==> src/rtl/ub_bank_arbiter.sv <==
// Unified-buffer bank arbiter: per-bank DMA vs PE arbitration with starvation guard and 1-cycle read return.
// Optional performance counters are enabled by defining UB_ARB_PERF_EN.
module ub_bank_arbiter #(
  parameter  int DATA_W    = 16,
  parameter  int ADDR_W    = 10,
  parameter  int NB        = 4,
  parameter  int MAX_WAIT  = 4,
  localparam int BANK_BITS = $clog2(NB),
  localparam int GADDR_W   = ADDR_W + BANK_BITS
) (
  input  logic                 clk,
  input  logic                 reset,
  input  logic                 dma_req,
  input  logic                 dma_we,
  input  logic [GADDR_W-1:0]   dma_addr,
  input  logic [DATA_W-1:0]    dma_wdata,
  output logic                 dma_gnt,
  output logic                 dma_rvalid,
  output logic [DATA_W-1:0]    dma_rdata,
  input  logic [NB-1:0]        pe_req,
  input  logic [NB-1:0]        pe_we,
  input  logic [NB*ADDR_W-1:0] pe_addr,
  input  logic [NB*DATA_W-1:0] pe_wdata,
  output logic [NB-1:0]        pe_gnt,
  output logic [NB-1:0]        pe_rvalid,
  output logic [NB*DATA_W-1:0] pe_rdata,
  output logic [NB-1:0]        bank_en,
  output logic [NB-1:0]        bank_we,
  output logic [NB*ADDR_W-1:0] bank_addr,
  output logic [NB*DATA_W-1:0] bank_din,
  input  logic [NB*DATA_W-1:0] bank_dout
`ifdef UB_ARB_PERF_EN
  ,
  output logic [31:0]          conflict_cnt,
  output logic [15:0]          dma_forced_cnt
`endif
);

  logic [BANK_BITS-1:0] dma_bank;
  logic [ADDR_W-1:0]    dma_local;
  logic [7:0]           starve_cnt;
  logic                 dma_forced;
  logic [NB-1:0]        dma_hit;
  logic [NB-1:0]        dma_win;
  logic [NB-1:0]        pe_win;
  logic [BANK_BITS-1:0] dma_tag;

  // Low-order interleave: consecutive global words land in consecutive banks.
  assign dma_bank   = dma_addr[BANK_BITS-1:0];
  assign dma_local  = dma_addr[GADDR_W-1:BANK_BITS];
  assign dma_forced = (starve_cnt == 8'(MAX_WAIT));

  always_comb begin
    dma_hit = '0;
    if (dma_req && !reset) begin
      dma_hit[dma_bank] = 1'b1;
    end
  end

  // PE has priority on its own bank unless the DMA has been starved for MAX_WAIT cycles.
  always_comb begin
    dma_win   = '0;
    pe_win    = '0;
    bank_en   = '0;
    bank_we   = '0;
    bank_addr = '0;
    bank_din  = '0;
    for (int i = 0; i < NB; i++) begin
      if (!reset) begin
        if (dma_hit[i] && (!pe_req[i] || dma_forced)) begin
          dma_win[i]                     = 1'b1;
          bank_en[i]                     = 1'b1;
          bank_we[i]                     = dma_we;
          bank_addr[i*ADDR_W +: ADDR_W]  = dma_local;
          bank_din[i*DATA_W +: DATA_W]   = dma_wdata;
        end else if (pe_req[i]) begin
          pe_win[i]                      = 1'b1;
          bank_en[i]                     = 1'b1;
          bank_we[i]                     = pe_we[i];
          bank_addr[i*ADDR_W +: ADDR_W]  = pe_addr[i*ADDR_W +: ADDR_W];
          bank_din[i*DATA_W +: DATA_W]   = pe_wdata[i*DATA_W +: DATA_W];
        end
      end
    end
  end

  assign dma_gnt = |dma_win;
  assign pe_gnt  = pe_win;

  always_ff @(posedge clk) begin
    if (reset) begin
      starve_cnt <= '0;
    end else if (!dma_req || dma_gnt) begin
      starve_cnt <= '0;
    end else if (!dma_forced) begin
      starve_cnt <= starve_cnt + 8'd1;
    end
  end

  // Read tags: the bank answers one cycle later, so remember who asked and on which bank.
  always_ff @(posedge clk) begin
    if (reset) begin
      dma_rvalid <= 1'b0;
      dma_tag    <= '0;
      pe_rvalid  <= '0;
    end else begin
      dma_rvalid <= dma_gnt && !dma_we;
      if (dma_gnt) begin
        dma_tag <= dma_bank;
      end
      pe_rvalid <= pe_win & ~pe_we;
    end
  end

  always_comb begin
    dma_rdata = '0;
    if (dma_rvalid) begin
      dma_rdata = bank_dout[int'(dma_tag)*DATA_W +: DATA_W];
    end
  end

  always_comb begin
    pe_rdata = '0;
    for (int i = 0; i < NB; i++) begin
      if (pe_rvalid[i]) begin
        pe_rdata[i*DATA_W +: DATA_W] = bank_dout[i*DATA_W +: DATA_W];
      end
    end
  end

`ifdef UB_ARB_PERF_EN
  logic conflict;
  assign conflict = dma_req && pe_req[dma_bank] && !reset;

  always_ff @(posedge clk) begin
    if (reset) begin
      conflict_cnt   <= '0;
      dma_forced_cnt <= '0;
    end else begin
      if (conflict && (conflict_cnt != 32'hFFFF_FFFF)) begin
        conflict_cnt <= conflict_cnt + 32'd1;
      end
      if (conflict && dma_gnt && dma_forced && (dma_forced_cnt != 16'hFFFF)) begin
        dma_forced_cnt <= dma_forced_cnt + 16'd1;
      end
    end
  end
`endif

endmodule

==> config.mk <==
export PLATFORM = sky130hd
export DESIGN_NAME = ub_bank_arbiter
export DESIGN_NICKNAME = d
export VERILOG_FILES = /design/src/rtl/ub_bank_arbiter.sv
export SDC_FILE = /design/constraint.sdc
export NUM_CORES = 1
export LEC_CHECK = 0
export ABC_AREA = 1
export CAP_MARGIN = 20
export CORE_AREA = 2 2 160 162
export CTS_BUF_LIST = sky130_fd_sc_hd__clkbuf_4 sky130_fd_sc_hd__clkbuf_8
export DETAILED_ROUTE_END_ITERATION = 8
export DIE_AREA = 0 0 162 164
export DONT_BUFFER_PORTS = 1
export PLACE_DENSITY = 0.3
export SETUP_SLACK_MARGIN = 0.1
export SLEW_MARGIN = 20
export SYNTH_ARGS = -nofsm -noshare
export SYNTH_HDL_FRONTEND = slang
export SYNTH_SLANG_ARGS = --single-unit
export TNS_END_PERCENT = 100
==> constraint.sdc <==
create_clock -name clk -period 1.95 [get_ports clk]
set_clock_uncertainty 0.15 [all_clocks]
set_input_delay 0.0975 -clock clk [delete_from_list [all_inputs] [get_ports clk]]
set_output_delay 0.0975 -clock clk [all_outputs]
set_load 0.02 [all_outputs]
Word-level counts from Yosys, hierarchy flattened:

Index checks and enable logic that the tools add are counted.

* flip-flop bits (word level): 15
* bits in latches: 0
* RAM bits: 0
* memory bits (read-only): 0
* input port bits: 208
* output and inout port bits: 202
* logic and storage cells: 104
* memories: 0

* $add $sub $neg: 1
* multiply operators: 0
* div/mod/pow operators: 0
* order comparisons: 2
* equality and inequality tests: 1
* shift operators: 1
* mux-type cells: 72
* bitwise logic cells: 2
* reductions and logical operators: 21

Operators by type and width (count)
* 16-bit 2-to-1 mux: 17
* 10-bit 2-to-1 mux: 12
* 64-bit by 7-bit indexed part select with 16-bit output: 1
* 1-bit 2-to-1 mux: 41
* 8-bit by 1-bit adder with 8-bit output (second input constant): 1
* 8-bit by 3-bit == test with 1-bit output (second input constant): 1
* 1-bit logical AND: 7
* 1-bit logical NOT: 7
* 1-bit logical OR: 5
* 4-bit AND: 1
* 4-bit 2-to-1 mux: 1
* 4-bit NOT: 1
* 4-bit OR reduction: 1
* 2-bit by 3-bit less-than comparator with 1-bit output (second input constant): 1
* 1-bit demux with 2-bit select: 1
* 2-bit by 1-bit >= comparator with 1-bit output (second input constant): 1
* 2-bit OR reduction: 1

Depth between registers and ports, before layout:

Gate-level depths: netlist (run 1).

* word-level depth: 11
* mapped depth: 11
* depth with buffers taken out: 10

Least setup slack after synthesis (run 1):

No wires, ideal clock.

* path type: reg-to-output
* from: register starve_cnt[0]
* to: output bank_addr[10]
* arrival time: 1663 ps
* required time: 1702 ps
* setup slack: 39 ps
* stages on the path, launching flop included: 9
* path through: dfxtp_1 inv_1 ha_1 nand3_2 nor2_2 o21ai_2 buf_6 buf_2 o21ai_0

* word-level cells in the longest chain between the ends: 5

RTL lines
* start, declared: RTL line 41 `logic [7:0] starve_cnt;`
* start signal, assigned: RTL line 96 `starve_cnt <= starve_cnt + 8'd1;`
* 8-bit by 3-bit == test with 1-bit output: RTL line 51 `assign dma_forced = (starve_cnt == 8'(MAX_WAIT));`
* 1-bit logical OR: RTL line 70 `if (dma_hit[i] && (!pe_req[i] || dma_forced)) begin`
* 1-bit logical AND: RTL line 70
* 10-bit 2-to-1 mux: RTL line 70
* 10-bit 2-to-1 mux: RTL line 69 `if (!reset) begin`
* end, declared: RTL line 29 `output logic [NB*ADDR_W-1:0] bank_addr,`

Every way passes these cells.

Worst setup path in the final report (run 1):

* from: register starve_cnt[0]
* to: output bank_addr[25]

The elaborated chain is that of the path after synthesis.

==> results of run 1 <==
[worst min-delay path by stage]
stage                   end  startpoint  slack [ns]  depth (start not counted)
3_3_place_gp   pe_rvalid[1]    pe_we[1]        0.02                          1
5_1_grt        pe_rvalid[3]       reset       -0.05                          3
2_1_floorplan    dma_rvalid      dma_we        0.02                          1
4_1_cts        pe_rvalid[2]   pe_req[2]        0.02                          4
6_report       pe_rvalid[3]       reset       -0.06                          3
3_5_place_dp     dma_rvalid      dma_we        0.02                          1
[repair_timing]
action                     CTS  global route
pin swaps                    3            20
hold endpoints to repair     7             2
buffers inserted             1             5
hold buffers                11             1
gates cloned                 1            12
gates resized for setup     68           327
setup endpoints to repair  132           141
[layout make-up]
cell class / count / area [µm²] / area share
timing repair buffer: 190 / 2040 / 0.329
multi-input combinational: 463 / 2950 / 0.476
clock inverter: 1 / 7.51 / 0.00121
sequential: 15 / 307 / 0.0494
clock buffer: 3 / 41.3 / 0.00665
tap: 330 / 413 / 0.0665
inverter: 111 / 442 / 0.0712
antenna: 1 / 2.50 / 0.000403
[cells in the mapped netlist, drive strengths merged]
cell | number | area, µm²
clkinv | 1 | 3.75
o31ai | 1 | 7.51
ha | 2 | 25.0
xor2 | 3 | 26.3
xnor2 | 2 | 17.5
nor2 | 88 | 362
o21ai | 143 | 719
nor3 | 5 | 30.0
a31o | 1 | 8.76
nand2 | 189 | 732
nand4 | 1 | 6.26
or2 | 1 | 6.26
buf | 14 | 124
inv | 110 | 413
a21oi | 21 | 116
dfxtp | 15 | 300
nand3 | 6 | 35.0
clkbuf | 25 | 100
[placed cells by master, fill, tap and decap left out, types with 16 or more instances in the layout]
master,Yosys,layout
nand2_4,3,63
buf_6,7,68
nand2_1,186,106
nor2_1,81,80
o21ai_0,129,35
o21ai_1,13,44
o21ai_2,1,58
nand2_2,0,20
a21oi_1,18,16
buf_4,4,89
inv_1,105,102
[logic make-up (layout without fill, tap and decap cells)]
logic type / Yosys count / in the layout / synth area share
xor+xnor: 5 / 5 / 0.0144
simple gates: 290 / 290 / 0.386
buf+inv: 150 / 305 / 0.211
flops: 15 / 15 / 0.0990
compound gates: 166 / 166 / 0.281
fa+ha+maj: 2 / 2 / 0.00825
other cells: 0 / 1 / 0
[power groups by stage]
stage	Combinational (mW)	Clock, mW	Sequential (mW)
floorplan	0.549	0	0.332
CTS	0.978	0.268	0.330
detailed placement	0.918	0	0.336
finish	1.26	0.259	0.334
global route	1.34	0.287	0.336
global placement	0.925	0	0.336
[worst register-to-register path, cell delays in order (launching register included)]
cell           delay (ns)
dfxtp_2              0.32
inv_2                0.07
ha_4                 0.14
nand3_4              0.11
o21ai_2              0.14
nand2_2              0.10
nand2_4              0.13
buf_4                0.11
nor2_1               0.03
dlygate4sd3_1        0.54
[routing by layer]
| metal | vias up | GRT usage | part of all wire |
|---|---|---|---|
| met2 | 315 | 0.291 | 0.55 |
| li1 | 2258 | - | - |
| met1 | 2238 | 0.161 | 0.36 |
| met5 | - | 0 | 0 |
| met3 | 23 | 0.0217 | 0.068 |
| met4 | 0 | 0.0394 | 0.023 |
[registers in the layout, summed over array words and instances (netlist names)]
signal	flops
starve_cnt	8
dma_rvalid	1
pe_rvalid	4
dma_tag	2
[stage by stage]
step	hold WS (ns)	util	instance area, µm²
floorplan	0.0199	-	3030
global placement	0.0238	0.182	4520
detailed placement	0.0227	0.182	4520
CTS	0.0199	0.195	4850
global route	-0.0464	0.250	6210
finish	-0.0647	0.250	6210
==> key figures, run 1 <==
Layout
  • Layout net count: 994
  • Share of cells above drive strength 1: 0.465
  • Filler instances: 2,819
  • Finished Layout Cells: 1,114
  • Area growth syn-to-layout: 105%

STA
  • Setup violations, final: 112
  • Final WS setup: -0.148 ns
  • Final period util: 1.08
  • Worst Tran Pin Value: 0.671 ns
  • Fin Setup TNS: -9.09 ns
  • Final hold slack: -0.0647 ns
  • Fin. max-slew vios: 0
  • Max_slew headroom: 0.552
  • FMAX: 477 MHz
  • Hold Violations, Final: 2
  • Final Critical Period: 2.10 ns
  • RSZ-0062 raised after global routing: yes

Power and ir drop
  • VDD IR max: 0.000167 V
  • Power Dens Cells: 298 nW/µm²
  • Clk network pwr share: 0.140
  • Comb power frac: 0.680
  • Net Sw Frac: 0.479
  • Switching pwr: 886 µW
  • Pint: 963 µW
  • Final Power: 1.85 mW
  • Seq pwr share: 0.180
  • Leakage: 3.40 nW

Worst setup path
  • R2R Path End: pe_rvalid[0]
  • Highest-delay cell along the critical path: dfxtp_2
  • Reg2reg start: starve_cnt[0]
  • Required @ worst endpoint: 1.70 ns
  • CP Launch Point: starve_cnt[0]
  • Buf/Inv on CP: 4
  • Reg2reg setup slack: -0.01 ns
  • Arrival @ worst endpoint: 1.85 ns
  • Setup CP Type: reg2out
  • Worst setup path endpoint: bank_addr[25]
  • CP top delay family: buffers and inverters
  • Startpoint types: flop
  • CP peak stage delay: 0.33 ns
  • CP cell instances: inv_2 > ha_4 > nand3_4 > o21ai_1 > nand2_1 > nand3_2 > inv_4 > clkbuf_16 > nand2_1 > o21ai_1 > buf_4
  • Worst Setup End Kind: output port
  • CP max FO: 14
  • Reg2reg path depth: 9
  • WP depth: 11

Detailed routing
  • Antenna Nets Post-Route: 0
  • Initial DRC count: 205
  • Residual DRC: 0
  • Average routed wire per standard cell: 21.8 µm
  • WL final: 24.3 mm
  • Vias/cell: 4.34
  • TritonRoute pass-1 iters: 4
  • Via count: 4,834

Floorplan
  • Initial Utilization: 0.122
  • Vert. Die Dim: 164 µm
  • Core area: 24,800 µm²
  • Chip width: 162 µm
  • # IOs: 410
  • Total Die Area: 26,600 µm²
  • Row cnt: 58

Synth
  • Synth warn: 0
  • Mapped cell area: 3030 µm²
  • Syn_area_per_cell: 4.83 µm²
  • Syn nets: 838
  • Synthesis-stage register bit count: 15
  • Post-synthesis instance total: 628
  • Sequential-to-total area share from yosys stat: 0.0990
  • Synth cell types: 30

Clocking
  • Clk buf depth: 2
  • Clk slew on worst S/H paths: 0.07 ns
  • H-Tree Depth: 1
  • Num CTS Buffers: 3
  • Root Buffer: clkbuf_8
  • CTS Sinks: 15
  • CTS tree: done
  • Clk Latency, worst-skew pair: 0.25 ns

Global routing
  • Vias in the first global route: 4,436
  • Global route overflow: 0
  • Largest net degree at the start of global routing: 33
  • GRT Overall Usage: 0.147
  • Initial antenna violation count: 1
  • First-pass GRT wire length: 29.0 mm

Place
  • Placed cells: 1,080
  • DPL Wire Length: 17.6 mm
  • PortBufs: 0
  • Post-place setup slack: -0.0427 ns
  • Routability cong.: 0.786

Run
  • MaxCap Viol Count: 0

Status
  • Status: complete, but fails checks
  • Failing checks: negative hold slack, negative setup slack

Worst hold path
  • Hold WC Path Type: in2reg
Power figures use the tool's default switching activity.
==> inputs of run 2 (changes only) <==
Settings changed: ABC_AREA 1 to not set, CORE_AREA 2 2 160 162 to 2 2 158 160, DIE_AREA 0 0 162 164 to 0 0 160 162.
==> key figures, run 2 <==
STA
  • Max_slew headroom: 0.497 (-0.0549)
  • Fin. max-slew vios: 0 (unchanged)
  • Worst Tran Pin Value: 0.754 ns (+0.0822 ns)
  • Final WS setup: -0.457 ns (-0.310 ns)
  • RSZ-0062 raised after global routing: yes
  • Fin Setup TNS: -43.06 ns (-33.98 ns)
  • Final Critical Period: 2.41 ns (+0.310 ns)
  • Final period util: 1.23 (+0.159)
  • Setup violations, final: 115 (+2.7%)
  • Final hold slack: 0.0429 ns (+0.108 ns)
  • Hold Violations, Final: 0 (-2)
  • FMAX: 415 MHz (-13%)

Synth
  • Leading post-synthesis cells by cell area: a32oi_1, and2_1, nor2_1, mux4_2, dfxtp_1
  • Synth warn: 0 (unchanged)
  • Synthesis-stage register bit count: 15 (unchanged)
  • Synth cell types: 35 (+17%)
  • Syn nets: 677 (-19%)
  • Area leader, netlist: a32oi_1
  • Syn_area_per_cell: 7.56 µm² (+56%)
  • Top cells by count, synth: nor2_1, a32oi_1, and2_1
  • Post-synth ARST share: 0 (unchanged)
  • Yosys top cell area share: 0.268 (+0.0379)
  • Top_reg_cell synth: dfxtp_1
  • Mapped cell area: 3530 µm² (+16%)
  • Sequential-to-total area share from yosys stat: 0.0851 (-0.0139)
  • Most frequent cell after synthesis: nor2_1
  • Post-synth EDFFs: 0 (unchanged)
  • Post-synthesis instance total: 467 (-26%)

Detailed routing
  • Average routed wire per standard cell: 28.9 µm (+32%)
  • Initial DRC count: 304 (+48%)
  • Via count: 4,432 (-8.3%)
  • TritonRoute pass-1 iters: 4 (unchanged)
  • WL final: 24.0 mm (-1.3%)
  • Vias/cell: 5.33 (+23%)
  • Residual DRC: 0 (unchanged)
  • Antenna Nets Post-Route: 0 (unchanged)

Layout
  • Largest register FFs: 8 (unchanged)
  • Area growth syn-to-layout: 66.5%
  • Top reg by flops: starve_cnt
  • Area of the multi-input gates: 3990 µm² (+35%)
  • Largest regs: starve_cnt (8), pe_rvalid (4), dma_tag (2)
  • Post-route cell area: 5880 µm² (-5.3%)
  • Filler instances: 2,621 (-7.0%)
  • Share of cells above drive strength 1: 0.572 (+0.107)
  • Commonest non-fill, non-tap cells in the layout: nor2_2, a32oi_1, and2_1
  • Most common cell after layout, fill and taps aside: nor2_2
  • Sequential cell area: 307 µm² (unchanged)
  • Core Util, Final: 0.244 (-0.00636)
  • Layout net count: 718 (-28%)
  • Finished Layout Cells: 831 (-25%)
  • # diodes: 0 (-1)

Floorplan
  • # IOs: 410 (unchanged)
  • Initial Utilization: 0.146 (+0.0242)
  • Vert. Die Dim: 162 µm (-1.2%)
  • Chip width: 160 µm (-1.2%)
  • Total Die Area: 25,900 µm² (-2.4%)
  • Row cnt: 57 (-1.7%)
  • Core area: 24,100 µm² (-2.9%)

Worst setup path
  • Startpoint types: flop
  • Setup CP Type: reg2out
  • Reg2reg setup slack: -0.05 ns (-0.04 ns)
  • Highest-delay cell along the critical path: or4b_4
  • Required @ worst endpoint: 1.70 ns (about the same)
  • Arrival @ worst endpoint: 2.16 ns (+0.31 ns)
  • CP cell instances: inv_2 > ha_4 > or4b_4 > o21ai_4 > buf_12 > a32oi_1 > nor2_2 > buf_4
  • CP max FO: 15 (+1)
  • CP peak stage delay: 0.53 ns (+0.20 ns)
  • Worst Setup End Kind: output port

Place
  • DP Area: 4570 µm² (+1.1%)
  • Post-place setup slack: -0.205 ns (-0.162 ns)
  • PortBufs: 0 (unchanged)
  • DPL Wire Length: 18.5 mm (+4.6%)
  • Placed cells: 798 (-26%)
  • Routability cong.: 0.833 (+6.0%)

Worst hold path
  • Hold WC Path Type: in2reg

Clocking
  • CTS tree: done
  • Root Buffer: clkbuf_8
  • Clk buf depth: 2 (unchanged)
  • Num CTS Buffers: 3 (unchanged)
  • Clk Latency, worst-skew pair: 0.26 ns (about the same)
  • H-Tree Depth: 1 (unchanged)
  • CTS Sinks: 15 (unchanged)
  • Clk slew on worst S/H paths: 0.07 ns (about the same)

Global routing
  • Largest net degree at the start of global routing: 120 (+260%)
  • Global route overflow: 0 (unchanged)
  • Vias in the first global route: 4,506 (+1.6%)
  • Initial antenna violation count: 1 (unchanged)
  • GRT Overall Usage: 0.167 (+0.0203)
  • First-pass GRT wire length: 32.5 mm (+12%)

Power and ir drop
  • Power Dens Cells: 289 nW/µm² (-3.1%)
  • Leakage: 1.75 nW (-49%)
  • Final Power: 1.70 mW (-8.3%)
  • VDD IR max: 0.000186 V (+11%)

Run
  • MaxCap Viol Count: 0 (unchanged)

Status
  • Status: complete, but fails checks
  • Failing checks: negative setup slack
-- run 2: final timing paths --
kind                 startpoint            end  cells after the start
hold / removal      dma_addr[0]     dma_tag[1]                      4
setup / recovery  starve_cnt[1]   bank_din[31]                      8
setup reg to reg  starve_cnt[1]   pe_rvalid[0]                     10
hold reg to reg   starve_cnt[0]  starve_cnt[0]                      2
-- run 2: final cells by class --
class,instances,share of cell area
Multi-Input combinational cell,390,0.678
Timing Repair Buffer,90,0.187
Tap cell,324,0.0690
Sequential cell,15,0.0522
Clock buffer,4,0.00830
Inverter,8,0.00511
-- run 2: routing by layer --
layer  wire [µm]  up-vias  GRT usage
li1            -     1876          -
met1        8370     2219      0.175
met2       12900      296      0.321
met3        2070       39     0.0493
met4         677        2     0.0508
met5          13        -          0
-- run 2: critical path: cells and delay by family, from the launching register on --
kind / cells / cell delay, ns
AOI/OAI and AO/OA: 2 / 0.38
DFF: 1 / 0.32
adders and majority gates: 1 / 0.12
buffers and inverters: 3 / 0.41
and+or+nand+nor: 2 / 0.65
-- run 2: cell families after synthesis --
group / Yosys count / synth area share
AND/OR/NAND/NOR: 235 / 0.345
adder cells (fa/ha/maj): 2 / 0.00709
XOR/XNOR: 6 / 0.0149
buffers and inverters: 62 / 0.107
flip-flops: 15 / 0.0851
AO/OA/AOI/OAI: 129 / 0.332
multiplexers: 18 / 0.108
-- run 2: timing repair --
item                                   4_1_cts  5_1_grt
resized for setup                          109       62
gates cloned                                 3        3
setup buffers                                8        6
hold buffers                                10        0
endpoints found under the hold margin        7        0
pin swaps                                   67       33
setup endpoints to repair                  118      130
-- run 2: power by group --
group | internal [mW] | leakage (nW) | switching, mW
Clock | 0.159 | 0.0262 | 0.135
Sequential | 0.314 | 0.124 | 0.0279
Combinational | 0.453 | 1.60 | 0.607
==> inputs of run 3 (changes only) <==
Settings changed: PLACE_DENSITY 0.3 to 0.35, TNS_END_PERCENT 100 to 50.
==> key figures, run 3 (synthesis gave the netlist of run 2 again) <==
Layout
  • Share of cells above drive strength 1: 0.486 (-0.0864)
  • Largest register FFs: 8 (unchanged)
  • Filler instances: 2,653 (+1.2%)
  • Layout net count: 732 (+1.9%)
  • # diodes: 0 (unchanged)
  • Commonest non-fill, non-tap cells in the layout: a32oi_1, nor2_2, and2_1
  • Area growth syn-to-layout: 54.5%
  • Top reg by flops: starve_cnt
  • Core Util, Final: 0.226 (-0.0175)
  • Largest regs: starve_cnt (8), pe_rvalid (4), dma_tag (2)
  • Most common cell after layout, fill and taps aside: a32oi_1

Status
  • Status: complete, but fails checks
  • Failing checks: negative setup slack

Global routing
  • First-pass GRT wire length: 30.4 mm (-6.7%)
  • Initial antenna violation count: 0 (-1)
  • Global route overflow: 0 (unchanged)
  • GRT Overall Usage: 0.158 (-0.00928)
  • Largest net degree at the start of global routing: 119 (-0.83%)
  • Vias in the first global route: 4,423 (-1.8%)

STA
  • FMAX: 398 MHz (-4.1%)
  • Max_slew headroom: 0.525 (+0.0277)
  • Hold Violations, Final: 0 (unchanged)
  • Final period util: 1.29 (+0.0531)
  • Final Critical Period: 2.51 ns (+0.104 ns)
  • Setup violations, final: 114 (-0.87%)
  • Final WS setup: -0.561 ns (-0.104 ns)
  • RSZ-0062 raised after global routing: yes
  • Fin. max-slew vios: 0 (unchanged)
  • Worst Tran Pin Value: 0.712 ns (-0.0415 ns)

Clocking
  • Num CTS Buffers: 3 (unchanged)
  • Clk buf depth: 2 (unchanged)
  • Root Buffer: clkbuf_8
  • CTS Sinks: 15 (unchanged)
  • CTS tree: done
  • H-Tree Depth: 1 (unchanged)
  • Clk slew on worst S/H paths: 0.07 ns (about the same)
  • Clk Latency, worst-skew pair: 0.26 ns (about the same)

Power and ir drop
  • Power Dens Cells: 297 nW/µm² (+2.7%)
  • VDD IR max: 0.000147 V (-21%)
  • Leakage: 1.78 nW (+1.6%)

Floorplan
  • Vert. Die Dim: 162 µm (unchanged)
  • # IOs: 410 (unchanged)
  • Total Die Area: 25,900 µm² (unchanged)
  • Initial Utilization: 0.146 (unchanged)
  • Core area: 24,100 µm² (unchanged)
  • Row cnt: 57 (unchanged)
  • Chip width: 160 µm (unchanged)

Detailed routing
  • Via count: 4,499 (+1.5%)
  • Average routed wire per standard cell: 27.8 µm (-3.9%)
  • WL final: 23.5 mm (-2.3%)
  • Residual DRC: 0 (unchanged)
  • Vias/cell: 5.32 (-0.17%)
  • Antenna Nets Post-Route: 0 (unchanged)
  • TritonRoute pass-1 iters: 4 (unchanged)
  • Initial DRC count: 252 (-17%)

Worst setup path
  • Arrival @ worst endpoint: 2.26 ns (+0.10 ns)
  • CP max FO: 6 (-9)
  • Required @ worst endpoint: 1.70 ns (about the same)
  • Worst Setup End Kind: output port
  • Startpoint types: flop
  • Setup CP Type: reg2out

Run
  • MaxCap Viol Count: 0 (unchanged)

Place
  • Routability cong.: 0.776 (-6.9%)
  • PortBufs: 0 (unchanged)
  • DPL Wire Length: 17.7 mm (-4.1%)
  • Post-place setup slack: -0.244 ns (-0.0393 ns)

Worst hold path
  • Hold WC Path Type: in2reg
## run 3: metal layers
metal	vias to the layer above	global-route usage	part of all wire
met5	-	0	0
met4	0	0.0590	0.030
met3	43	0.0289	0.079
met2	355	0.313	0.54
met1	2200	0.164	0.35
li1	1901	-	-
## run 3: final cells by class
| type | instances | area, µm² | share of cell area |
|---|---|---|---|
| inverters | 8 | 30.0 | 0.00551 |
| clock buffers | 3 | 41.3 | 0.00757 |
| repair buffers | 104 | 1160 | 0.213 |
| well taps | 324 | 405 | 0.0743 |
| flip-flops and latches | 15 | 307 | 0.0562 |
| clock inverters | 1 | 5.00 | 0.000918 |
| multi-input cells | 390 | 3500 | 0.642 |
## run 3: worst max-delay path: stages, from the launching register on
cell	delay [ns]
dfxtp_2	0.33
inv_2	0.06
ha_4	0.13
or4b_4	0.52
buf_12	0.16
o21ai_4	0.13
buf_12	0.14
clkbuf_16	0.16
a32oi_1	0.13
nor2_2	0.24
## run 3: power breakdown
part           switching [mW]  total [mW]  internal (mW)
sequential             0.0236       0.338          0.314
combinational           0.577        1.00          0.424
clock                   0.136       0.279          0.142
total                   0.737        1.62          0.881
## run 3: repair_timing
item,4_1_cts,5_1_grt
gates cloned,1,5
resized for setup,18,80
pin swaps,9,40
endpoints found under the hold margin,7,0
endpoints found under the setup margin,131,132
buffers inserted,2,4
hold buffers,10,0
## run 3: final timing paths
path	start	to	slack (ns)	cells after the start
min	dma_addr[0]	dma_tag[0]	0.008	3
max	starve_cnt[1]	bank_din[40]	-0.56	9
max reg2reg	starve_cnt[1]	pe_rvalid[0]	-0.05	9
min reg2reg	dma_tag[0]	dma_tag[0]	0.37	2
## run 3: through the flow
| step | cells | power, mW | hold WS (ns) | TNS (ns) | instance area, µm² |
|---|---|---|---|---|---|
| after floorplan | 467 | 1.02 | 0.0191 | -7.81 | 3750 |
| after global placement | 819 | 1.19 | 0.0226 | -11.47 | 4630 |
| after detailed placement | 819 | 1.20 | 0.0222 | -12.61 | 4630 |
| after CTS | 836 | 1.54 | 0.0163 | -52.65 | 4910 |
| after global routing | 845 | 1.69 | 0.0287 | -60.02 | 5450 |
| final | 845 | 1.62 | 0.00790 | -51.18 | 5450 |
